### src/rtl/cnn_pkg.sv
// Shared fixed-point helpers and constants for the CNN datapath blocks.
package cnn_pkg;

    localparam bit ROUND_HALF_UP = 1'b1;

    function automatic int gamma_one(input int frac);
        return 1 << frac;
    endfunction

    function automatic int ch_idx_w(input int ch);
        return (ch > 1) ? $clog2(ch) : 1;
    endfunction

    // Clamp a sign-extended value into the signed range of 'width' bits.
    function automatic logic signed [63:0] sat_signed(input logic signed [63:0] value,
                                                      input int width);
        logic signed [63:0] hi;
        logic signed [63:0] lo;
        hi = (64'sd1 <<< (width - 1)) - 64'sd1;
        lo = -(64'sd1 <<< (width - 1));
        if (value > hi) return hi;
        if (value < lo) return lo;
        return value;
    endfunction

endpackage

### src/rtl/fxp_round_sat.sv
// Combinational requantise step: round, arithmetic shift, add bias, then clamp or wrap.
module fxp_round_sat import cnn_pkg::*; #(
    parameter int DATA_W   = 8,
    parameter int COEF_W   = 8,
    parameter int FRAC     = 4,
    parameter int ROUND    = 1,
    parameter int SATURATE = 1
) (
    input  logic signed [DATA_W+COEF_W-1:0] prod,
    input  logic signed [COEF_W-1:0]        bias,
    output logic signed [DATA_W-1:0]        result,
    output logic                            sat
);

    // One guard bit above the product keeps rounding and bias addition overflow-free.
    localparam int YW = DATA_W + COEF_W + 1;
    localparam logic signed [YW-1:0] RND = (ROUND != 0) ? YW'(64'sd1 <<< (FRAC - 1)) : '0;

    logic signed [YW-1:0] rounded;
    logic signed [YW-1:0] shifted;
    logic signed [YW-1:0] biased;
    logic signed [63:0]   wide;
    logic signed [63:0]   clamped;

    always_comb begin
        rounded = YW'(prod) + RND;
        shifted = rounded >>> FRAC;
        biased  = shifted + YW'(bias);
        wide    = 64'(biased);
        clamped = sat_signed(wide, DATA_W);
        if (SATURATE != 0) begin
            result = clamped[DATA_W-1:0];
            sat    = (clamped != wide);
        end else begin
            result = biased[DATA_W-1:0];
            sat    = 1'b0;
        end
    end

endmodule

### src/rtl/batchnorm_channel_affine.sv
// Per-channel batch-norm scale/shift with loadable gamma/beta and a 2-stage valid/ready pipeline.
module batchnorm_channel_affine import cnn_pkg::*; #(
    parameter int DATA_W   = 8,
    parameter int COEF_W   = 8,
    parameter int FRAC     = 4,
    parameter int CH       = 4,
    parameter int ROUND    = int'(ROUND_HALF_UP),
    parameter int SATURATE = 1
) (
    input  logic                       clk,
    input  logic                       rst_n,
    input  logic                       cfg_we,
    input  logic                       cfg_sel,
    input  logic [ch_idx_w(CH)-1:0]    cfg_ch,
    input  logic signed [COEF_W-1:0]   cfg_data,
    input  logic                       in_valid,
    output logic                       in_ready,
    input  logic signed [DATA_W-1:0]   in_data,
    input  logic                       in_last,
    output logic                       out_valid,
    input  logic                       out_ready,
    output logic signed [DATA_W-1:0]   out_data,
    output logic [ch_idx_w(CH)-1:0]    out_ch,
    output logic                       out_sat,
    output logic [15:0]                sat_cnt,
    input  logic                       sat_cnt_clr
);

    localparam int CW = ch_idx_w(CH);
    localparam int PW = DATA_W + COEF_W;
    localparam logic signed [COEF_W-1:0] GAMMA_RST = COEF_W'(gamma_one(FRAC));

    logic signed [COEF_W-1:0] gamma [CH];
    logic signed [COEF_W-1:0] beta  [CH];
    logic [CW-1:0]            ch_cnt;
    logic                     s1_valid;
    logic                     s2_valid;
    logic                     s1_ready;
    logic                     in_fire;
    logic signed [PW-1:0]     s1_prod;
    logic signed [COEF_W-1:0] s1_beta;
    logic [CW-1:0]            s1_ch;
    logic signed [DATA_W-1:0] rs_data;
    logic                     rs_sat;

    assign s1_ready  = !s2_valid || out_ready;
    assign in_ready  = !s1_valid || s1_ready;
    assign in_fire   = in_valid && in_ready;
    assign out_valid = s2_valid;

    always_ff @(posedge clk or negedge rst_n) begin
        if (!rst_n) begin
            for (int i = 0; i < CH; i++) begin
                gamma[i] <= GAMMA_RST;
                beta[i]  <= '0;
            end
        end else if (cfg_we && (32'(cfg_ch) < CH)) begin
            if (cfg_sel) beta[cfg_ch]  <= cfg_data;
            else         gamma[cfg_ch] <= cfg_data;
        end
    end

    always_ff @(posedge clk or negedge rst_n) begin
        if (!rst_n)       ch_cnt <= '0;
        else if (in_fire) ch_cnt <= (in_last || ch_cnt == CW'(CH - 1)) ? '0 : ch_cnt + 1'b1;
    end

    // Coefficients are captured with the beat, so later writes never disturb beats in flight.
    always_ff @(posedge clk or negedge rst_n) begin
        if (!rst_n) begin
            s1_valid <= 1'b0;
            s1_prod  <= '0;
            s1_beta  <= '0;
            s1_ch    <= '0;
        end else begin
            if (in_ready) s1_valid <= in_valid;
            if (in_fire) begin
                s1_prod <= PW'(in_data) * PW'(gamma[ch_cnt]);
                s1_beta <= beta[ch_cnt];
                s1_ch   <= ch_cnt;
            end
        end
    end

    fxp_round_sat #(
        .DATA_W  (DATA_W),
        .COEF_W  (COEF_W),
        .FRAC    (FRAC),
        .ROUND   (ROUND),
        .SATURATE(SATURATE)
    ) u_round_sat (
        .prod  (s1_prod),
        .bias  (s1_beta),
        .result(rs_data),
        .sat   (rs_sat)
    );

    always_ff @(posedge clk or negedge rst_n) begin
        if (!rst_n) begin
            s2_valid <= 1'b0;
            out_data <= '0;
            out_ch   <= '0;
            out_sat  <= 1'b0;
        end else if (s1_ready) begin
            s2_valid <= s1_valid;
            if (s1_valid) begin
                out_data <= rs_data;
                out_ch   <= s1_ch;
                out_sat  <= rs_sat;
            end
        end
    end

    always_ff @(posedge clk or negedge rst_n) begin
        if (!rst_n)
            sat_cnt <= '0;
        else if (sat_cnt_clr)
            sat_cnt <= '0;
        else if (s2_valid && out_ready && out_sat && sat_cnt != 16'hFFFF)
            sat_cnt <= sat_cnt + 16'd1;
    end

endmodule

### config.mk
export PLATFORM = sky130hd
export DESIGN_NAME = batchnorm_channel_affine
export DESIGN_NICKNAME = d
export VERILOG_FILES = /design/src/rtl/cnn_pkg.sv /design/src/rtl/fxp_round_sat.sv /design/src/rtl/batchnorm_channel_affine.sv
export SDC_FILE = /design/constraint.sdc
export NUM_CORES = 1
export LEC_CHECK = 0
export BUFFER_PORTS_ARGS = -buffer_cell sky130_fd_sc_hd__buf_2
export CORE_MARGIN = 2
export CORE_UTILIZATION = 62
export DETAILED_ROUTE_END_ITERATION = 7
export PLACE_DENSITY = 0.81
export SYNTH_ARGS = -nofsm -noshare
export SYNTH_HDL_FRONTEND = slang
export SYNTH_SLANG_ARGS = --single-unit
### constraint.sdc
create_clock -name clk -period 5.9 [get_ports clk]
set_clock_uncertainty 0.1 [all_clocks]
set_input_delay 0.59 -clock clk [delete_from_list [all_inputs] [get_ports clk]]
set_output_delay 0.59 -clock clk [all_outputs]
set_load 0.02 [all_outputs]
=== Word-level counts from Yosys, hierarchy flattened ===
Index checks and enable logic that the tools add are counted.

* Add/subtract/negate cells: 4
* $mul: 1
* Order comparisons: 5
* Equality and inequality tests: 3
* Mux-type cells: 20
* Bitwise gates (word level): 3
* Reductions and logical operators: 14

{| class="wikitable"
|+ Operators with widths
! cell !! count
|-
| $mux W64 || 4
|-
| $bwmux W32 || 2
|-
| $ne A64 B14 Y1 || 1
|-
| $mux W8 || 5
|-
| $bmux W8 S2 || 2
|-
| $mux W16 || 2
|-
| $add A16 B5 Y17 const B || 1
|-
| $add A16 B1 Y16 const B || 1
|-
| $demux W8 S2 || 1
|-
| $mul A8 B8 Y16 || 1
|-
| $ne A16 B16 Y1 const B || 1
|-
| $add A13 B8 Y14 || 1
|-
| $gt A14 B8 Y1 const B || 1
|-
| $lt A14 B8 Y1 const B || 1
|-
| $ge A3 B3 Y1 const B || 2
|-
| $not A2 Y3 || 2
|-
| $reduce_and A2 Y1 || 3
|-
| $logic_and A1 B1 Y1 || 5
|-
| $logic_or A1 B1 Y1 || 3
|-
| $lt A3 B1 Y1 const B || 1
|-
| $mux W1 || 3
|-
| $add A2 B1 Y2 const B || 1
|-
| $eq A2 B2 Y1 const B || 1
|-
| $logic_not A1 Y1 || 2
|-
| 3 further kinds || 3
|}

* Bits in registers: 121
* Input bits: 26

=== Longest topological paths before layout ===
Gate-level depths: netlist of run 1.

* Word-level depth: 8
* Gate-level depth with buffers: 22
* Depth with buffers taken out: 21

=== By module ===
From an unflattened synthesis of run 1, not the netlist that was laid out.

* Cell total of the unflattened synthesis: 786
* Area, all modules: 8732.1 um2

{| class="wikitable"
|+ By module, submodules not included
! module !! instances !! cells each !! area each (um2) !! sequential area each (um2)
|-
| batchnorm_channel_affine || 1 || 630 || 7638.6 || 3032.9
|-
| fxp_round_sat || 1 || 156 || 1093.5 || 0.0
|}

=== Worst setup path after synthesis of run 1 ===
OpenSTA, ideal clock, no wires.

* Path kind: register to register
* Start: register ch_cnt[0]
* End: register s1_prod[14]
* Setup time: 0.139 ns
* Data arrival time: 4.848 ns
* Required time: 5.661 ns
* Setup slack: 0.813 ns
* Stages on the path, launching flop included: 19
* Buffers on the path: 1
* Clock period less this slack: 5.087 ns
* Cells stage by stage: dfrtp_1 -> buf_2 -> mux4_2 -> and2_1 -> fa_1 -> inv_1 -> fa_1 -> fa_1 -> fa_1 -> inv_1 -> ha_1 -> nor2b_1 -> o21ai_0 -> a21oi_1 -> o21ai_1 -> a21oi_1 -> o41ai_1 -> mux2i_1 -> o311ai_1

* Word-level cells in the longest chain between the ends: 5

{| class="wikitable"
|+ RTL lines
! element !! line !! RTL
|-
| from (decl) || batchnorm_channel_affine.sv:35 || <nowiki>logic [CW-1:0] ch_cnt;</nowiki>
|-
| from (signal assigned) || batchnorm_channel_affine.sv:65 || <nowiki>else if (in_fire) ch_cnt <= (in_last || ch_cnt == CW'(CH - 1)) ? '0 : ch_cnt + 1'b1;</nowiki>
|-
| $not A2 Y3 (not written as such) || batchnorm_channel_affine.sv:78 || <nowiki>s1_prod <= PW'(in_data) * PW'(gamma[ch_cnt]);</nowiki>
|-
| $bmux W8 S2 || batchnorm_channel_affine.sv:78 ||
|-
| $mux W8 (not written as such) (2 in a row) || batchnorm_channel_affine.sv:78 ||
|-
| $mul A8 B8 Y16 || batchnorm_channel_affine.sv:78 ||
|-
| to (signal assigned) || batchnorm_channel_affine.sv:78 ||
|-
| to (decl) || batchnorm_channel_affine.sv:40 || <nowiki>logic signed [PW-1:0] s1_prod;</nowiki>
|}

No other way between the ends. The select of a mux whose other input is x is not followed.
A chain may end at the register's enable or synchronous reset.

=== Worst setup path after layout of run 1 ===
* Start: register ch_cnt[0]
* End: register s1_prod[15]

The elaborated chain is that of the path after synthesis.

==> results of run 1 <==
==> cell type report <==
class	instances	area (µm²)
clock inverter	15	249
tap	176	220
multi-input combinational	553	5140
clock buffer	17	425
fill	884	3680
sequential	118	2960
inverter	81	304
timing repair buffer	59	310
==> registers in the layout, indices dropped and copies added, names as in the netlist <==
| register | flops |
|---|---|
| beta | 32 |
| gamma | 32 |
| sat_cnt | 16 |
| s1_prod | 13 |
| out_data | 8 |
| s1_beta | 8 |
| ch_cnt | 2 |
| out_ch | 2 |
| s1_ch | 2 |
| out_sat | 1 |
| out_valid | 1 |
| s1_valid | 1 |
==> synth_stat cells (5+ instances only) <==
master,count
nand2b_1,11
o22a_1,7
a21oi_1,20
a21o_1,7
nand3_1,18
xnor2_1,26
nor3_1,10
o21ai_0,15
o31ai_1,5
mux2_2,76
ha_1,49
nand4_1,7
o21ai_1,6
nand2_1,52
nor2_1,43
nor2b_1,6
inv_1,81
and2_1,39
and3_1,10
dfrtp_1,114
mux4_2,16
xor2_1,22
fa_1,56
clkbuf_1,11
==> worst paths after layout <==
| path | end | slack (ns) | depth (start not counted) |
|---|---|---|---|
| setup reg to reg | s1_prod[15] | 0.31 | 16 |
| hold / removal | sat_cnt[9] | 0.07 | 1 |
| setup / recovery | s1_prod[15] | 0.31 | 16 |
| max in group asynchronous | ch_cnt[1] | 4.25 | 2 |
| min in group clk | s1_valid | 0.27 | 2 |
| hold reg to reg | out_ch[1] | 0.37 | 2 |
==> through the flow <==
step	cells	worst slack, ns	hold WS (ns)	area, µm²	util (%)
2_1_floorplan	768	0.813	0.194	8460	-
5_1_grt	1019	0.0252	0.125	9610	72.3
6_report	1019	0.313	0.0669	9610	72.3
4_1_cts	1019	0.0820	0.0919	9600	72.2
3_5_place_dp	987	0.317	0.364	8930	67.2
3_3_place_gp	987	0.493	0.355	8930	67.2
==> worst reg2reg max path, stage by stage (launching register included) <==
cell     delay [ns]
dfrtp_1        0.48
buf_4          0.24
mux4_2         0.64
nor2b_1        0.21
fa_1           0.55
inv_1          0.06
fa_1           0.50
fa_1           0.53
fa_1           0.55
inv_1          0.05
ha_1           0.31
or3_1          0.33
o211a_1        0.15
a41oi_1        0.30
a21oi_1        0.14
xnor2_1        0.14
o21ai_0        0.22
==> per-layer routing <==
metal	vias up	part of all wire, %	GRT usage [%]
met4	0	2.6	10.7
met1	3092	42	36.0
met2	147	51	47.0
met3	49	4.0	4.34
met5	-	0	0
li1	2757	-	-
==> cell families after synthesis <==
kind of cell | synth area share (%)
simple gates | 13.5
mux | 15.0
fa+ha+maj | 20.5
compound gates | 6.77
flops | 35.0
xor+xnor | 4.97
buf+inv | 4.33
==> results.cfg, run 1 <==
[outcome]
outcome = complete, no violations

[floorplan]
die_h_um = 121
fp.coreArea_um2 = 13300
start_util_pct = 63.6
num_rows = 42
die_x_um = 121
die_area_um2 = 14600
pin_count = 55

[clock_tree]
cts_buffer_depth = 2
post_cts_buffers = 0
ctsRootBufferMaster = clkbuf_16
htree_levels = 4
clk-insertion-delay-late_ns = 0.42
numClockSinks = 118
ctsHoldBuffers = 0
cts_tree = built
cts_buffers = 17
cts_resized = 0
path_clk_slew_ns = 0.06

[drt]
routed_wl_um = 18800
viasPerCell = 5.93
detail_route.wl_per_cell_um = 18.4
first_pass_iters = 5
ant_nets = 0
drc = 0
vias = 6045
drt_iter0_markers = 357

[final_layout]
area_delta_synth_final_pct = 13.6
final_common_cell = dfrtp_1
diodes = 0
drive_gt1_share_pct = 23.7
finish.net_count = 961
layout_common_cells = 113 x dfrtp_1, 81 x inv_1, 76 x mux2_2, 56 x fa_1, 53 x buf_2

[placed_design]
place_congestion = 0.872
dp_hpwl_um = 13500
port_buffers = 54

[global_routing]
antenna_found_initial = 0
grt_usage_pct = 27.7
gr-total-overflow = 0
grt_pass1_wl_um = 31500
grt_max_degree = 74
grt_pass1_vias = 6462

[worst_setup_path]
cp.required_ns = 6.12
critPathArrivalTime_ns = 5.81
endpoint_kind = flip-flop
critical-path-top-delay-family = adder cells
cp-start-kind = flip-flop
worstPathCellList = buf_4 -> mux4_2 -> nor2b_1 -> fa_1 -> inv_1 -> fa_1 -> fa_1 -> fa_1 -> inv_1 -> ha_1 -> or3_1 -> o211a_1 -> a41oi_1 -> a21oi_1 -> xnor2_1 -> o21ai_0
slowest_delay_ns = 0.64
crit_top_cell = fa_1
worst-setup-path-type = flip-flop to flip-flop
worst-path-buf-inv = 3
crit_slowest_cell = mux4_2
cp-startpoint = ch_cnt[0]
regToRegStartpoint = ch_cnt[0]
crit_fanout = 9

[yosys]
syn_inst = 768
synth-async-reset-ratio_pct = 100
synth_seq_cells = 118
synth_nets = 899
synth.area.top_cells = dfrtp_1 34%, fa_1 13%, mux2_2 10%, ha_1 7.2%, mux4_2 4.3%
yosysTopAreaCell = dfrtp_1
synth_edf_count = 0
yosys_warnings = 0
netlist_area_um2 = 8460
synth_top_area_share_pct = 33.7
syn_area_per_cell_um2 = 11.0
yosysSeqAreaShare_pct = 35.0
synthFlopType = dfrtp_1
yosysUniqueCellTypes = 57

[sta]
fmax_ghz = 0.179
rsz0062_at_grt = false
slew_headroom_pct = 40.8
timing.final.crit_share_pct = 94.7
worst_slew_pin_slew_ns = 0.889
post-route-min-period_ns = 5.59
fin_setup_tns_ns = 0
hold_viol_final = 0
finalSetupViolations = 0
finalMaxSlewViolations = 0

[hold_path]
hold_class = input pin to async pin

[run]
cap_violations = 0
Power of run 1 is left out: the tool's default activity adds up to more than one toggle a clock period on the data nets, which glitch-free logic cannot reach.
==> run 2, diff against run 1 <==
--- a/config.mk
+++ b/config.mk
@@ -10,6 +10,7 @@
 export CORE_UTILIZATION = 62
 export DETAILED_ROUTE_END_ITERATION = 7
 export PLACE_DENSITY = 0.81
+export REMOVE_ABC_BUFFERS = 1
 export SYNTH_ARGS = -nofsm -noshare
 export SYNTH_HDL_FRONTEND = slang
 export SYNTH_SLANG_ARGS = --single-unit
==> run 2 against run 1 <==
Critical path depth increased by 1; maximum frequency rose by 2.7%; sequential share of layout area increased by 0.13 points; critical path type unchanged; critical endpoint is now s1_prod[14].
==> results.cfg, run 2 (synthesis gave the netlist of run 1 again) <==
[sta]
timing.final.crit_share_pct = 92.2
fmax_ghz = 0.184
finalSetupViolations = 0
rsz0062_at_grt = false
slew_headroom_pct = 27.7
finalMaxSlewViolations = 0
fin_setup_tns_ns = 0
worst_slew_pin_slew_ns = 1.08
hold_viol_final = 0
post-route-min-period_ns = 5.44

[final_layout]
reg_top3 = beta x32, gamma x32, sat_cnt x16
seq_area_um2 = 2960
final_cell_count_no_fill = 1020
diodes = 0
final_common_cell = dfrtp_1
fillers = 895
area_delta_synth_final_pct = 13.1
layout_common_cells = 114 x dfrtp_1, 81 x inv_1, 76 x mux2_2, 56 x fa_1, 53 x buf_2
multi_input_area_um2 = 5140
drive_gt1_share_pct = 23.5
finish.net_count = 962

[placed_design]
dp_hpwl_um = 13400
place_inst = 987
place_congestion = 0.949
port_buffers = 54

[worst_setup_path]
crit_fanout = 9
worst-path-buf-inv = 2
crit_top_cell = fa_1
r2r_slack_ns = 0.46
reg2reg_to = s1_prod[14]
cp.required_ns = 6.07
crit_slowest_cell = mux4_2
cp-start-kind = flip-flop
worst-setup-path-type = flip-flop to flip-flop
critical-path-top-delay-family = adder cells
endpoint_kind = flip-flop
regToRegStartpoint = ch_cnt[0]
worstPathCellList = mux4_2 -> and2_1 -> fa_1 -> inv_1 -> fa_1 -> fa_1 -> fa_1 -> inv_1 -> ha_1 -> nor2b_1 -> o21ai_0 -> a21oi_1 -> o21ai_1 -> a21oi_1 -> o41ai_1 -> mux2i_1 -> o311ai_1
rr_worst_depth = 17
critPathArrivalTime_ns = 5.61
slowest_delay_ns = 0.66

[drt]
drt_iter0_markers = 373
viasPerCell = 5.86
first_pass_iters = 5
detail_route.wl_per_cell_um = 17.7
routed_wl_um = 18000
drc = 0
ant_nets = 0
vias = 5974

[floorplan]
die_x_um = 121
num_rows = 42
die_area_um2 = 14600
die_h_um = 121
start_util_pct = 63.6
pin_count = 55
fp.coreArea_um2 = 13300

[global_routing]
grt_max_degree = 90
antenna_found_initial = 0
grt_pass1_wl_um = 30100
grt_usage_pct = 26.5
gr-total-overflow = 0
grt_pass1_vias = 6212

[hold_path]
holdPathStages = 2
min_to = s1_valid
hold_class = input pin to flip-flop
min_from = in_valid

[clock_tree]
post_cts_buffers = 0
ctsRootBufferMaster = clkbuf_16
cts_buffers = 17
cts_tree = built
ctsHoldBuffers = 1
cts_resized = 0
htree_levels = 4
path_clk_slew_ns = 0.05
cts_buffer_depth = 2
numClockSinks = 118
clk-insertion-delay-late_ns = 0.41

[run]
cap_violations = 0

[outcome]
outcome = complete, no violations
[run 2: per-layer routing]
metal	up-vias	track usage, %	share of wire [%]
met2	131	42.7	50
met1	3057	36.1	45
met5	-	0	0
met3	26	6.27	4.0
li1	2760	-	-
met4	0	7.56	1.4
[run 2: worst max path at each step]
stage / end / slack, ns / from / cells past startpoint
final: s1_prod[14] / 0.46 / ch_cnt[0] / 17
after global routing: s1_prod[14] / 0.05 / ch_cnt[0] / 17
after CTS: s1_prod[14] / 0.43 / ch_cnt[0] / 17
after detailed placement: s1_prod[14] / 0.47 / ch_cnt[0] / 17
after global placement: s1_prod[14] / 0.55 / ch_cnt[0] / 17
after floorplan: s1_prod[14] / 0.41 / ch_cnt[0] / 17
[run 2: layout make-up]
| class | count | area share [%] |
|---|---|---|
| clock buffer | 18 | 4.59 |
| multi-input combinational | 553 | 53.7 |
| inverter | 81 | 3.18 |
| sequential | 118 | 30.9 |
| tap | 176 | 2.30 |
| timing repair buffer | 60 | 3.35 |
| clock inverter | 14 | 1.99 |
[run 2: metrics by stage]
stage | util, % | hold slack (ns) | setup WS (ns) | area (µm²)
final | 72.0 | 0.292 | 0.459 | 9570
after detailed placement | 67.2 | 0.369 | 0.469 | 8930
after floorplan | - | 0.194 | 0.414 | 8400
after CTS | 72.0 | 0.280 | 0.434 | 9570
after global routing | 72.0 | 0.284 | 0.0495 | 9570
after global placement | 67.2 | 0.353 | 0.549 | 8930
Power of run 2 is left out for the same reason.
==> run 3, diff against run 2 <==
--- a/config.mk
+++ b/config.mk
@@ -7,9 +7,8 @@
 export LEC_CHECK = 0
 export BUFFER_PORTS_ARGS = -buffer_cell sky130_fd_sc_hd__buf_2
 export CORE_MARGIN = 2
-export CORE_UTILIZATION = 62
+export CORE_UTILIZATION = 30
 export DETAILED_ROUTE_END_ITERATION = 7
-export PLACE_DENSITY = 0.81
 export REMOVE_ABC_BUFFERS = 1
 export SYNTH_ARGS = -nofsm -noshare
 export SYNTH_HDL_FRONTEND = slang
==> run 3 against run 2 <==
Design area increased by 1.8%; critical path depth unchanged; sequential share of layout area decreased by 0.54 points; flip-flop and latch count unchanged; final cell count increased by 20%; worst hold slack got worse by 0.13 ns; wire length decreased by 1.5%; setup slack about the same; utilization decreased by 37 points; clock-buffer cell count unchanged; maximum frequency about the same.
==> results.cfg, run 3 (synthesis gave the netlist of run 1 again) <==
[outcome]
outcome = complete, no violations

[worst_setup_path]
critPathArrivalTime_ns = 5.61
worst-setup-path-type = flip-flop to flip-flop
endpoint_kind = flip-flop
cp-start-kind = flip-flop
crit_fanout = 9
cp.required_ns = 6.07

[drt]
drt_iter0_markers = 288
detail_route.wl_per_cell_um = 14.6
viasPerCell = 4.75
ant_nets = 0
routed_wl_um = 17800
vias = 5795
first_pass_iters = 4
drc = 0

[clock_tree]
ctsRootBufferMaster = clkbuf_16
cts_buffers = 17
numClockSinks = 118
cts_buffer_depth = 2
cts_tree = built
cts_resized = 0
post_cts_buffers = 0
htree_levels = 4
ctsHoldBuffers = 0
path_clk_slew_ns = 0.06
clk-insertion-delay-late_ns = 0.42

[sta]
layout_setup_ws_ns = 0.459
worst_slew_pin_slew_ns = 0.821
finalMaxSlewViolations = 0
post-route-min-period_ns = 5.44
whs_ns = 0.165
fmax_ghz = 0.184
finalSetupViolations = 0
slew_headroom_pct = 45.3
rsz0062_at_grt = false
fin_setup_tns_ns = 0
hold_viol_final = 0
timing.final.crit_share_pct = 92.2

[floorplan]
start_util_pct = 30.5
num_rows = 61
die_x_um = 172
die_h_um = 172
die_area_um2 = 29600
fp.coreArea_um2 = 27800
pin_count = 55

[global_routing]
grt_pass1_wl_um = 29800
grt_max_degree = 66
gr-total-overflow = 0
grt_usage_pct = 12.8
antenna_found_initial = 0
grt_pass1_vias = 5942

[final_layout]
reg_top3 = beta x32, gamma x32, sat_cnt x16
layout_common_cells = 114 x dfrtp_1, 81 x inv_1, 76 x mux2_2, 56 x fa_1, 53 x buf_2
finish.net_count = 960
fillers = 2834
multi_input_area_um2 = 5140
area_delta_synth_final_pct = 15.1
diodes = 0
final_common_cell = dfrtp_1
seq_area_um2 = 2960
drive_gt1_share_pct = 23.3

[placed_design]
dp_slack_ns = 0.438
port_buffers = 54
dp_hpwl_um = 13400
place_congestion = 0.802

[run]
cap_violations = 0

[hold_path]
hold_class = input pin to async pin
[run 3: layout make-up]
type | count | share of cell area, %
tap | 378 | 4.86
inverter | 81 | 3.12
clock inverter | 13 | 1.28
timing repair buffer | 58 | 3.11
sequential | 118 | 30.4
clock buffer | 18 | 4.51
multi-input combinational | 553 | 52.7
[run 3: worst paths after layout]
check | startpoint | to | slack (ns) | cells past startpoint
setup / recovery | ch_cnt[0] | s1_prod[14] | 0.46 | 17
hold / removal | rst_n | sat_cnt[7] | 0.16 | 1
setup reg to reg | ch_cnt[0] | s1_prod[14] | 0.46 | 17
hold reg to reg | s1_ch[0] | out_ch[0] | 0.38 | 2
max in group asynchronous | rst_n | gamma[7] | 4.32 | 2
min in group clk | in_valid | s1_valid | 0.29 | 2
[run 3: layer usage]
layer | vias to the layer above | GRT usage, % | wire length [µm]
met5 | - | 0 | 0
met2 | 71 | 21.9 | 9050
met1 | 2968 | 16.5 | 8080
li1 | 2746 | - | -
met4 | 0 | 3.65 | 176
met3 | 10 | 2.40 | 449
[run 3: worst max-delay path, stage by stage (launching register included)]
cell	delay, ns
dfrtp_1	0.65
mux4_2	0.66
and2_1	0.21
fa_1	0.42
inv_1	0.09
fa_1	0.40
fa_1	0.47
fa_1	0.54
inv_1	0.04
ha_1	0.32
nor2b_1	0.14
o21ai_0	0.20
a21oi_1	0.13
o21ai_1	0.15
a21oi_1	0.12
o41ai_1	0.33
mux2i_1	0.22
o311ai_1	0.10
[run 3: through the flow]
| stage | std cells | area [µm²] | utilization [%] |
|---|---|---|---|
| after detailed placement | 1188 | 9180 | 33.0 |
| after floorplan | 752 | 8400 | - |
| after CTS | 1219 | 9740 | 35.1 |
| final | 1219 | 9740 | 35.1 |
| after global placement | 1188 | 9180 | 33.0 |
| after global routing | 1219 | 9740 | 35.1 |
Power of run 3 is left out for the same reason.
